$ cat src/rtl/wrap_tally_pkg.sv
`default_nettype none
// ============================================================================
// Module      : wrap_tally_pkg
// Description : Shared constants, glyphs and display state type for the
//               wrap_tally arrival counter and its seven-segment decoder.
// Revision    : 1.0 - initial release
// ============================================================================
package wrap_tally_pkg;

    localparam int BCD_W = 4;

    // Segment glyphs in active-high form, bit order {g,f,e,d,c,b,a}
    localparam logic [6:0] SEG_0   = 7'b0111111;
    localparam logic [6:0] SEG_1   = 7'b0000110;
    localparam logic [6:0] SEG_2   = 7'b1011011;
    localparam logic [6:0] SEG_3   = 7'b1001111;
    localparam logic [6:0] SEG_4   = 7'b1100110;
    localparam logic [6:0] SEG_5   = 7'b1101101;
    localparam logic [6:0] SEG_6   = 7'b1111101;
    localparam logic [6:0] SEG_7   = 7'b0000111;
    localparam logic [6:0] SEG_8   = 7'b1111111;
    localparam logic [6:0] SEG_9   = 7'b1101111;
    localparam logic [6:0] SEG_OFF = 7'b0000000;

    typedef enum logic [0:0] {
        LIVE   = 1'b0,
        FROZEN = 1'b1
    } disp_state_e;

    // Binary 0..99 to two packed BCD digits {tens, units}
    function automatic logic [2*BCD_W-1:0] to_bcd(input int value);
        logic [BCD_W-1:0] tens;
        logic [BCD_W-1:0] units;
        tens  = BCD_W'(value / 10);
        units = BCD_W'(value % 10);
        return {tens, units};
    endfunction

endpackage : wrap_tally_pkg
`default_nettype wire

$ cat src/rtl/wrap_tally_seg7_decode.sv
`default_nettype none
// ============================================================================
// Module      : seg7_decode
// Description : Combinational BCD digit to seven-segment decoder with
//               selectable output polarity. Non-decimal codes blank the digit.
// Revision    : 1.0 - initial release
// ============================================================================
module seg7_decode
    import wrap_tally_pkg::*;
#(
    parameter bit HEX_ACTIVE_LOW = 1'b1
) (
    input  logic [BCD_W-1:0] bcd_i,
    output logic [6:0]       seg_o
);

    logic [6:0] seg_ah_w;

    // Glyph lookup in active-high form, then polarity applied once at the output
    always_comb begin
        seg_ah_w = SEG_OFF;
        case (bcd_i)
            4'd0:    seg_ah_w = SEG_0;
            4'd1:    seg_ah_w = SEG_1;
            4'd2:    seg_ah_w = SEG_2;
            4'd3:    seg_ah_w = SEG_3;
            4'd4:    seg_ah_w = SEG_4;
            4'd5:    seg_ah_w = SEG_5;
            4'd6:    seg_ah_w = SEG_6;
            4'd7:    seg_ah_w = SEG_7;
            4'd8:    seg_ah_w = SEG_8;
            4'd9:    seg_ah_w = SEG_9;
            default: seg_ah_w = SEG_OFF;
        endcase
        seg_o = HEX_ACTIVE_LOW ? ~seg_ah_w : seg_ah_w;
    end

endmodule : seg7_decode
`default_nettype wire

$ cat src/rtl/wrap_tally.sv
`default_nettype none
// ============================================================================
// Module      : wrap_tally
// Description : Counts each new arrival of the upstream mod-10 counter at
//               zero in a wrapping 2-digit BCD tally, pulses OVF on wrap and
//               drives two seven-segment displays with a freeze control.
// Revision    : 1.0 - initial release
// ============================================================================
module wrap_tally
    import wrap_tally_pkg::*;
#(
    parameter bit HEX_ACTIVE_LOW = 1'b1,
    parameter int TALLY_MAX      = 99
) (
    input  logic       CLK,
    input  logic       R,
    input  logic       Y,
    input  logic       CLR,
    input  logic       HOLD,
    output logic [7:0] TALLY,
    output logic       OVF,
    output logic [6:0] HEX0,
    output logic [6:0] HEX1
);

    localparam logic [7:0] MAX_BCD   = to_bcd(TALLY_MAX);
    localparam logic [6:0] HEX_RESET = HEX_ACTIVE_LOW ? ~SEG_0 : SEG_0;

    logic        y_q;
    logic [7:0]  tally_q;
    logic [7:0]  tally_d;
    logic        ovf_q;
    logic        ovf_d;
    logic        evt;
    logic [6:0]  hex0_q;
    logic [6:0]  hex1_q;
    logic [6:0]  seg0_w;
    logic [6:0]  seg1_w;
    logic        hex_load;
    disp_state_e state_q;
    disp_state_e state_d;

    // Rising-edge detect on Y plus the prioritised tally next-state (CLR > wrap > increment)
    always_comb begin
        evt     = Y & ~y_q;
        tally_d = tally_q;
        ovf_d   = 1'b0;
        if (CLR) begin
            tally_d = 8'h00;
        end else if (evt) begin
            if (tally_q == MAX_BCD) begin
                tally_d = 8'h00;
                ovf_d   = 1'b1;
            end else if (tally_q[3:0] == 4'd9) begin
                tally_d[3:0] = 4'd0;
                tally_d[7:4] = tally_q[7:4] + 4'd1;
            end else begin
                tally_d[3:0] = tally_q[3:0] + 4'd1;
            end
        end
    end

    // Edge-detect history and tally registers; y_q resets high so the
    // upstream counter resetting into zero is not seen as an arrival
    always_ff @(posedge CLK) begin
        if (R) begin
            y_q     <= 1'b1;
            tally_q <= 8'h00;
            ovf_q   <= 1'b0;
        end else begin
            y_q     <= Y;
            tally_q <= tally_d;
            ovf_q   <= ovf_d;
        end
    end

    seg7_decode #(.HEX_ACTIVE_LOW(HEX_ACTIVE_LOW)) u_dec_units (
        .bcd_i (tally_q[3:0]),
        .seg_o (seg0_w)
    );

    seg7_decode #(.HEX_ACTIVE_LOW(HEX_ACTIVE_LOW)) u_dec_tens (
        .bcd_i (tally_q[7:4]),
        .seg_o (seg1_w)
    );

    // Display FSM: the HEX registers load on every edge whose next state is
    // LIVE, so a high HOLD sample never changes the display
    always_comb begin
        state_d  = state_q;
        hex_load = 1'b0;
        case (state_q)
            LIVE: begin
                if (HOLD) begin
                    state_d = FROZEN;
                end else begin
                    hex_load = 1'b1;
                end
            end
            FROZEN: begin
                if (!HOLD) begin
                    state_d  = LIVE;
                    hex_load = 1'b1;
                end
            end
            default: begin
                state_d = LIVE;
            end
        endcase
    end

    // Display state and HEX register stage
    always_ff @(posedge CLK) begin
        if (R) begin
            state_q <= LIVE;
            hex0_q  <= HEX_RESET;
            hex1_q  <= HEX_RESET;
        end else begin
            state_q <= state_d;
            if (hex_load) begin
                hex0_q <= seg0_w;
                hex1_q <= seg1_w;
            end
        end
    end

    assign TALLY = tally_q;
    assign OVF   = ovf_q;
    assign HEX0  = hex0_q;
    assign HEX1  = hex1_q;

endmodule : wrap_tally
`default_nettype wire

$ cat config.mk
export PLATFORM = sky130hd
export DESIGN_NAME = wrap_tally
export DESIGN_NICKNAME = d
export VERILOG_FILES = /design/src/rtl/wrap_tally_pkg.sv /design/src/rtl/wrap_tally_seg7_decode.sv /design/src/rtl/wrap_tally.sv
export SDC_FILE = /design/constraint.sdc
export NUM_CORES = 1
export LEC_CHECK = 0
export CORE_ASPECT_RATIO = 1.1
export CORE_UTILIZATION = 50
export CTS_BUF_LIST = sky130_fd_sc_hd__clkbuf_8 sky130_fd_sc_hd__clkbuf_16
export DETAILED_ROUTE_END_ITERATION = 16
export PLACE_DENSITY = 0.75
export SLEW_MARGIN = 30
export SYNTH_ARGS = -nofsm -noshare
export SYNTH_HDL_FRONTEND = slang
export SYNTH_SLANG_ARGS = --single-unit
export TNS_END_PERCENT = 10
$ cat constraint.sdc
create_clock -name CLK -period 4.1 [get_ports CLK]
set_input_delay 0.82 -clock CLK [delete_from_list [all_inputs] [get_ports CLK]]
set_output_delay 0.82 -clock CLK [all_outputs]
set_load 0.02 [all_outputs]
==> flow_summary.ini, run 1 <==
[timing]
rsz0062_at_grt = no
slew_headroom = 0.428
finalCriticalPeriod_ns = 2.75
worst_slack_ns = 1.35
hold_viol = 0
worstMarginPinSlew_ns = 0.856
fin_skew_ns = 0.00846
slew_violations = 0
timing.fmax_ghz = 0.363
setup-violations-final = 0
period_share = 0.672
hold-worst-slack_ns = 0.479
tns_ns = 0

[power_and_ir_drop]
power.leakage_uw = 0.000938
cellPowerDensity_nw_per_um2 = 344
ir_worst_vdd_mv = 0.147

[logic_synthesis]
yosys.area_share.xor_xnor = 0.0143
avgSynthCellArea_um2 = 9.36
ys_warn_count = 0
synth_top_family_by_area = simple AND/OR/NAND/NOR gates
yosys.area.top_type = dfxtp_1
ys_top_cells_by_area = dfxtp_1 41%, ha_1 11%, nor2_1 7.0%
synthMuxAreaShare = 0.0723
yosys_register_bits = 38
synth_ff_type = dfxtp_1
synth.distinct_cells = 47
yosys.area_share.simple = 0.173
synth_top_area_frac = 0.415
synth_fa_ha_area_frac = 0.109
synthArstFlopShare = 0
syn_nets = 217
syn-cell-area_um2 = 1830
synth_edf_count = 0
ys_seq_area_frac = 0.415
synthCells = 196
synth_compound_area_frac = 0.164

[finish]
diodes = 0
drive_above_1_share = 0.133
final-instance-count-excl-fill = 273
final_cell_mix = 38 x dfxtp_1, 34 x nor2_1, 27 x clkdlybuf4s50_1, 17 x a21oi_1, 16 x ha_1
nNetsFinal = 245
layout_commonest_cell = dfxtp_1
post-route-util = 0.664
area_growth_pct = 23.6

[global_route]
grt_max_degree = 27
track_usage = 0.202
grt_pass1_vias = 1346
antenna_found_initial = 0
grt_pass1_wl_um = 5900
overflow = 0

[critical_path]
end_kind = register
critical_path_class = input pin to register
r2r-start = TALLY[0]$_SDFFE_PP0N_
cp.arrival_ns = 2.97
crit_start = Y
worstPathRequired_ns = 4.31
critPathLaunchType = input pin
worstPathMaxFanout = 6

[min_path]
hold_path.class = register to register
holdCritStartpoint = u_dec_tens.seg_ah_w[6]$_DFF_P_

[clocking]
cts_hold_buf = 0
max-clock-path-buffers = 2
post_cts_resized = 0
clkLatencyLatePin_ns = 0.29
cts_sinks = 38
root_buffer = clkbuf_8
cts_made_buffers = 5
cts_tree = yes
post-cts-setup-buffers = 0
path_clk_slew_ns = 0.08
cts_max_level = 2

[route]
ant_nets = 0
drtIter0Drc = 70
via_per_inst = 5.11
drc = 0
drt_first_pass_iters = 4
vias = 1395
drt_wl_total_um = 3330
detail_route.wl_per_cell_um = 12.2

[floorplanning]
dieArea_um2 = 3920
initial_utilization = 0.537
fp.coreArea_um2 = 3410
die_w_um = 59.8
rows = 22
ios = 28
dieHeight_um = 65.5

[status]
outcome = completed

[placed_design]
preCtsSetupSlack_ns = 1.05
place_inst = 265
gp_congestion = 0.845
place_hpwl_um = 2450
io_buffers = 27

[job]
maxCapViolCount = 0
layout make-up:
type	count	area (um^2)
fillers	298	1150
well taps	48	60.1
flip-flops and latches	38	761
clock inverters	3	68.8
repair buffers	28	278
inverters	14	52.6
multi-input cells	137	978
clock buffers	5	68.8
metrics by stage:
stage / power [uW] / area [um^2]
global placement: 407 / 2130
CTS: 789 / 2270
global route: 805 / 2270
detailed placement: 408 / 2130
finish: 779 / 2270
floorplan: 399 / 1830
worst paths after layout:
kind / to / slack, ns / depth (start not counted)
worst min register to register: HEX1[6]$_SDFFE_PP1N_ / 0.48 / 3
worst min-delay path: HEX1[6]$_SDFFE_PP1N_ / 0.48 / 3
worst max register to register: u_dec_tens.seg_ah_w[0]$_DFF_P_ / 1.81 / 8
worst max-delay path: u_dec_tens.seg_ah_w[0]$_DFF_P_ / 1.35 / 8
cells by family (layout without fill, tap and decap cells):
logic type	after synthesis	count (layout)
AOI/OAI and AO/OA	44	44
xor gates and xnor gates	3	3
adders and majority gates	16	16
buffers and inverters	21	50
DFF	38	38
muxes	12	12
and+or+nand+nor	62	62
registers in the layout (all words and copies together) (netlist names):
signal and cells:
HEX1 7, y_q 1, u_dec_tens.seg_ah_w 7, HEX0 7, OVF 1, u_dec_units.seg_ah_w 7
TALLY 8
worst max-delay path, cell delays in order:
cell             delay, ns
clkdlybuf4s50_1       0.56
nand4b_1              0.27
nor4_1                0.43
a31o_2                0.20
inv_1                 0.10
ha_1                  0.21
mux2_2                0.25
o21ai_0               0.12
cells in the mapped netlist, drive strengths merged (2+ instances only):
library cell  number
clkbuf             4
xnor2              2
nand3              5
inv               14
ha                16
and3b              2
nand3b             2
nand2b             3
mux2i              8
mux2               4
o21ai             10
nand2              5
nor2              36
a21oi             17
o22ai              4
or2                2
dfxtp             38
buf                3
a31o               3
power by group:
| group | leakage [uW] | internal, uW | total, uW | switching (uW) |
|---|---|---|---|---|
| clock network | 0.0000683 | 244 | 379 | 136 |
| registers | 0.000307 | 371 | 372 | 1.22 |
| logic | 0.000562 | 11.4 | 27.3 | 15.9 |
routing by layer:
layer	vias to the layer above	wire [um]	track usage
met5	-	0	0
met4	0	66	0.105
met3	6	121	0.0413
met2	35	1620	0.340
met1	624	1520	0.235
li1	730	-	-
Power figures use the tool's default switching activity.
==> run 2, diff against run 1 <==
--- a/config.mk
+++ b/config.mk
@@ -6,7 +6,7 @@
 export NUM_CORES = 1
 export LEC_CHECK = 0
 export CORE_ASPECT_RATIO = 1.1
-export CORE_UTILIZATION = 50
+export CORE_UTILIZATION = 48
 export CTS_BUF_LIST = sky130_fd_sc_hd__clkbuf_8 sky130_fd_sc_hd__clkbuf_16
 export DETAILED_ROUTE_END_ITERATION = 16
 export PLACE_DENSITY = 0.75
==> constraint.sdc (replaced) <==
create_clock -name CLK -period 2.42 [get_ports CLK]
set_input_delay 0.484 -clock CLK [delete_from_list [all_inputs] [get_ports CLK]]
set_output_delay 0.484 -clock CLK [all_outputs]
set_load 0.02 [all_outputs]
==> flow_summary.ini, run 2 (synthesis gave the netlist of run 1 again) <==
[status]
outcome = completed

[critical_path]
critPathMaxStageDelay_ns = 0.55
critPathLaunchType = input pin
worstPathMaxFanout = 6
critical_path_class = input pin to register
cp.arrival_ns = 2.52
worstPathRequired_ns = 2.65
end_kind = register
r2r_setup_slack_ns = 0.24
crit_slowest_cell = clkdlybuf4s50_1
path_cells = clkdlybuf4s50_1 > and4b_4 > nand2_2 > o41a_4 > ha_1 > mux2_4 > o21ai_2
critical_path_buf_inv_count = 1
path_delay_family = compound AO/OA/AOI/OAI gates

[timing]
slew_headroom = 0.794
period_share = 0.943
worstMarginPinSlew_ns = 0.300
rsz0062_at_grt = no
hold-worst-slack_ns = 0.477
slew_violations = 0
timing.fmax_ghz = 0.438
setup-violations-final = 0
fin_skew_ns = 0.00502
finalCriticalPeriod_ns = 2.28
hold_viol = 0
worst_slack_ns = 0.137

[global_route]
antenna_found_initial = 0
grt_max_degree = 27
grt_pass1_wl_um = 6070
track_usage = 0.201
overflow = 0
grt_pass1_vias = 1377

[route]
dr.max_layer_used = met4
drtIter0Drc = 92
wl_met2_um = 1610
ant_nets = 0
route.met3.wl_um = 140
drt_wl_total_um = 3420
vias = 1474
m1WireLength_um = 1590
detail_route.wl_per_cell_um = 11.5
via_per_inst = 4.96
drc = 0
drt_first_pass_iters = 4

[floorplanning]
die_w_um = 60.9
dieArea_um2 = 4070
ios = 28
fp.coreArea_um2 = 3650
initial_utilization = 0.502
dieHeight_um = 66.8
rows = 23

[finish]
final-instance-count-excl-fill = 297
layout_commonest_cell = dfxtp_1
nNetsFinal = 268
diodes = 0
register_area_um2 = 761
area_growth_pct = 30.3
final_cell_mix = 38 x dfxtp_1, 34 x nor2_1, 27 x clkdlybuf4s50_1, 24 x buf_4, 17 x a21oi_1
largest_reg_flops = 8
final_area_um2 = 2390
drive_above_1_share = 0.215
final.fill_count = 313
multiInputGateArea_um2 = 985

[clocking]
cts_sinks = 38
clkLatencyLatePin_ns = 0.29
cts_made_buffers = 5
root_buffer = clkbuf_8
cts_max_level = 2
cts_tree = yes
max-clock-path-buffers = 2
cts_hold_buf = 0
post-cts-setup-buffers = 0
path_clk_slew_ns = 0.07

[placed_design]
preCtsSetupSlack_ns = -0.165
place_hpwl_um = 2600
io_buffers = 27
gp_congestion = 0.845
placedInstanceArea_um2 = 2300
place_inst = 290

[power_and_ir_drop]
ir_worst_vdd_mv = 0.339
cellPowerDensity_nw_per_um2 = 460
power.leakage_uw = 0.00102

[min_path]
hold_path.class = register to register

[job]
maxCapViolCount = 0
run 2: final cells by class:
class / instances / area share
multi-input cells: 137 / 0.412
flip-flops and latches: 38 / 0.318
repair buffers: 51 / 0.188
clock buffers: 5 / 0.0288
well taps: 50 / 0.0262
inverters: 14 / 0.0220
clock inverters: 2 / 0.00419
run 2: worst min-delay path, cell delays in order (launching register included):
cell	delay, ns
dfxtp_1	0.30
inv_1	0.04
mux2i_1	0.05
nand2b_1	0.06
run 2: final timing paths:
path / from / to / cells past startpoint
max: Y / u_dec_tens.seg_ah_w[3]$_DFF_P_ / 7
min: u_dec_tens.seg_ah_w[6]$_DFF_P_ / HEX1[6]$_SDFFE_PP1N_ / 3
max reg2reg: TALLY[5]$_SDFFE_PP0N_ / u_dec_tens.seg_ah_w[0]$_DFF_P_ / 9
min reg2reg: u_dec_tens.seg_ah_w[6]$_DFF_P_ / HEX1[6]$_SDFFE_PP1N_ / 3
run 2: power breakdown:
group	switching [uW]	internal, uW
Sequential	2.26	629
Clock	219	193
Combinational	28.7	28.6
run 2: what timing repair did:
action,in CTS,in global routing
gates resized for setup,0,1
hold endpoints to repair,0,0
setup endpoints to repair,0,2
run 2: metrics by stage:
stage               utilization  setup TNS [ns]  total power [uW]
finish                    0.654               0              1100
detailed placement        0.631          -0.762               703
global placement          0.631          -0.607               702
CTS                       0.652               0              1110
global route              0.654               0              1150
floorplan                     -               0               676
run 2: routing by layer:
| layer | up-vias | track usage |
|---|---|---|
| met1 | 656 | 0.248 |
| met3 | 9 | 0.0524 |
| met2 | 35 | 0.331 |
| met5 | - | 0 |
| li1 | 774 | - |
| met4 | 0 | 0.0767 |
==> patch 1: new RTL, settings of run 2 <==
`HEX_ACTIVE_LOW` is set to 1'b1 in 2 places; all go to 1'b0.
--- a/src/rtl/wrap_tally_seg7_decode.sv
+++ b/src/rtl/wrap_tally_seg7_decode.sv
@@ -9,5 +9,5 @@
     import wrap_tally_pkg::*;
 #(
-    parameter bit HEX_ACTIVE_LOW = 1'b1
+    parameter bit HEX_ACTIVE_LOW = 1'b0
 ) (
     input  logic [BCD_W-1:0] bcd_i,
--- a/src/rtl/wrap_tally.sv
+++ b/src/rtl/wrap_tally.sv
@@ -10,5 +10,5 @@
     import wrap_tally_pkg::*;
 #(
-    parameter bit HEX_ACTIVE_LOW = 1'b1,
+    parameter bit HEX_ACTIVE_LOW = 1'b0,
     parameter int TALLY_MAX      = 99
 ) (
Behaviour: not the same (a bounded check fails within 4 cycles, from zero or initial values).
==> patch 1 against run 2 <==
Utilization fell by 0.54 points; sequential cell count fell by 14; wire length fell by 23%; critical path depth fell by 6; first-iteration DRC count fell by 57%; via count fell by 26%; synthesized cell count fell by 25%; synthesized area fell by 26%; power fell by 34%; worst setup slack improved by 0.22 ns; die area fell by 25%; largest power group unchanged; count of clock-buffer cells in the layout fell by 1; design area fell by 30%.
==> patch 1: results (changes against run 2) <==
| Metric | Value |
|---|---|
| Outcome | finished clean |
| Resized Gates After CTS | 0 (unchanged) |
| Nets@finish | 192 (-28%) |
| Commonest cells in the netlist | dfxtp_1 (24), nor2_1 (17), ha_1 (15) |
| Gp weighted congestion | 0.784 (-7.1%) |
| Sequential area share after synthesis | 35.5% (-6.0 points) |
| First-pass GRT wire length | 4.60 mm (-24%) |
| LEAKAGE | 0.637 nW (-38%) |
| Post-DP HPWL | 1.90 mm (-27%) |
| Total track usage | 19.8% (-0.36 points) |
| Setup Skew | 0.00130 ns (-0.00372 ns) |
| Net Count, Synth | 167 (-23%) |
| CTS H-tree lvls | 1 (-1) |
| Worst path arrival time | 1.58 ns (-0.94 ns) |
| Fraction of layout cells with a size suffix above 1 | 8.77% (-13 points) |
| DP Area | 1630 um2 (-29%) |
| Critical Path Fanout Max | 15 (+9) |
| Hold crit path type | flop to flop |
| Largest net degree at the start of global routing | 16 (-41%) |
| Worst-margin pin slew | 0.489 ns (+0.188 ns) |
| Max VDD drop | 0.298 mV (-12%) |
| Setup_tns | 0 ns (unchanged) |
| Num CTS Buffers | 3 (-2) |
| Delay-heaviest family, CP | buffers and inverters |
| Total number of vias | 1,084 (-26%) |
| Slowest stage delay, CP | 0.70 ns (+0.15 ns) |
| Library cells used by synthesis | 41 (-13%) |
| Number of global-route vias before repair | 1,028 (-25%) |
| Synth area leaders | dfxtp_1 (35%), ha_1 (14%), nor2_1 (4.7%) |
| Initial DRC Count | 40 (-57%) |
| Avg WL per Cell | 13.1 um (+14%) |
| Port Buffer Count | 27 (unchanged) |
| Worst-skew pair later-pin latency | 0.26 ns (-0.03 ns) |
patch 1: cell count changes after synthesis, moves of 4 or more:
| cell | before | now |
|---|---|---|
| nand2b_1 | 3 | 9 |
| nor2_1 | 34 | 17 |
| a21oi_1 | 17 | 9 |
| inv_1 | 13 | 7 |
| dfxtp_1 | 38 | 24 |
| o21bai_1 | 0 | 4 |
patch 1: metal layers:
| metal | GRT usage (%) | wire length [um] |
|---|---|---|
| met1 | 25.6 | 1240 |
| met2 | 30.9 | 1220 |
| met3 | 4.20 | 134 |
| met4 | 9.40 | 57 |
| met5 | 0 | 0 |
patch 1: cells by family (layout without fill, tap and decap cells):
family,Yosys count,count (layout),share of synthesized area [%]
and+or+nand+nor,49,49,20.9
muxes,7,7,5.27
DFF,24,24,35.5
adders and majority gates,15,15,13.9
buffers and inverters,16,40,5.55
xor gates and xnor gates,5,5,3.24
AOI/OAI and AO/OA,31,31,15.7
patch 1: metrics by stage:
step,setup WS [ns],instances
finish,0.353,202
global route,0.270,202
CTS,0.343,202
detailed placement,0.379,198
global placement,0.408,198
floorplan,0.847,147
patch 1: cell type report:
cell class	instances	area (um2)
clock buffer	4	55.1
sequential	24	480
inverter	8	30.0
timing repair buffer	28	278
fill	225	911
tap	31	38.8
multi-input combinational	107	798
patch 1: where the power goes:
part	internal (W)	switching [W]	leakage (nW)
sequential	0.000399	0.00000388	0.195
combinational	0.0000251	0.0000278	0.414
clock	0.000145	0.000126	0.0288
total	0.000569	0.000158	0.637
patch 1: path summary, 6_finish.rpt:
path                            startpoint       end  slack, ns  cells after the start
worst min-delay path               HEX0[0]   HEX0[0]       0.48                      1
worst max-delay path              TALLY[7]  TALLY[7]       0.35                      1
worst max register to register    TALLY[1]  TALLY[5]       0.76                      5
worst min register to register     HEX0[0]   HEX0[0]       0.48                      1
==> patch 2: new RTL, settings of run 2 <==
Without the edit above. Put one more register stage on the output `OVF`. The value now appears one clock later. The other outputs are not delayed to match.
--- a/src/rtl/wrap_tally.sv
+++ b/src/rtl/wrap_tally.sv
@@ -126,5 +126,7 @@
 
     assign TALLY = tally_q;
-    assign OVF   = ovf_q;
+    always_ff @(posedge CLK) begin
+        OVF <= ovf_q;
+    end
     assign HEX0  = hex0_q;
     assign HEX1  = hex1_q;
Behaviour: no difference found for any inputs over 10 cycles, from zero or initial values; that may be too few to reach the edited logic, so the function may still have changed.
==> patch 2 against run 2 <==
Via count is 2.7% higher; wire length is 1.3% higher; power is 15% higher; worst setup slack better by 0.065 ns; sequential cell count is 1 higher; final cell count is 2.0% higher; first-iteration DRC count is 49% lower; maximum frequency is 2.9% higher; synthesized area is 1.1% higher; design area is 3.7% higher; highest routed layer unchanged.
==> patch 2: results (changes against run 2) <==
| Metric | Value |
|---|---|
| Outcome | finished clean |
| Setup Skew | 0.00860 ns (+0.00357 ns) |
| Initial DRC Count | 47 (-49%) |
| Fraction of layout cells with a size suffix above 1 | 22.9% (+1.5 points) |
| Post-DP HPWL | 2.63 mm (+0.89%) |
| Commonest cells in the netlist | dfxtp_1 (39), nor2_1 (34), a21oi_1 (17) |
| Crit path to | u_dec_tens.seg_ah_w[5] |
| Hold path startpoint | ovf_q |
| Max VDD drop | 0.296 mV (-13%) |
| Worst path arrival time | 2.38 ns (-0.14 ns) |
| Total number of vias | 1,514 (+2.7%) |
| LEAKAGE | 1.07 nW (+4.1%) |
| Rel. slew slack | 70.9% (-8.5 points) |
| Post-Route WL | 3.47 mm (+1.3%) |
| Tot Pwr | 0.00126 W (+15%) |
| Met2 usage | 31.0% (-2.1 points) |
| R2R Setup Slk | 0.28 ns (+0.04 ns) |
| Net Count, Synth | 218 (+0.46%) |
| Number of global-route vias before repair | 1,350 (-2.0%) |
| Setup crit start | R |
| Placed Cells | 295 (+1.7%) |
| Nets@finish | 273 (+1.9%) |
| Routed wl met2 | 1.67 mm (+3.7%) |
| Clock network power share | 44.0% (+6.6 points) |
| Syn Area/Cell | 9.41 um2 (+0.58%) |
| Slowest stage delay, CP | 0.50 ns (-0.05 ns) |
| Filler Cells Inserted | 325 (+3.8%) |
| P_sw | 0.000253 W (+1.3%) |
| Total track usage | 19.1% (-1.0 points) |
| Synth area leaders | dfxtp_1 (42%), ha_1 (11%), nor2_1 (6.9%) |
| Avg WL per Cell | 11.4 um (-0.66%) |
| Gp weighted congestion | 0.932 (+10%) |
| CP max-delay cell | o41a_4 |
| Hold endpoint | OVF |
| Sequential area share after synthesis | 42.1% (+0.63 points) |
| M3 GR Usage | 3.83% (-1.4 points) |
| First-pass GRT wire length | 5.84 mm (-3.6%) |
| Met1 WL | 1.63 mm (+2.1%) |
==> patch 2: cell type report <==
class	instances	area, um2	share of cell area, %
clock buffer	6	82.6	3.33
clock inverter	2	35.0	1.41
timing repair buffer	55	480	19.4
tap	50	62.6	2.52
inverter	14	52.6	2.12
multi-input combinational	137	985	39.7
sequential	39	781	31.5
==> patch 2: cell families (layout without fill, tap and decap cells) <==
kind of cell	Yosys count	in the layout	synth area share [%]
AND/OR/NAND/NOR	62	62	17.1
AO/OA/AOI/OAI	44	44	16.3
flip-flops	39	39	42.1
buffers and inverters	21	77	5.13
adder cells (fa/ha/maj)	16	16	10.8
multiplexers	12	12	7.15
XOR/XNOR	3	3	1.42
==> patch 2: per-stage QoR <==
stage               setup slack, ns  hold WS (ns)  area [um2]
floorplan                     0.185         0.310        1850
global placement            -0.0405         0.313        2350
detailed placement          -0.0853         0.320        2350
CTS                           0.215         0.338        2470
global route               -0.00493         0.343        2480
finish                        0.202         0.338        2480
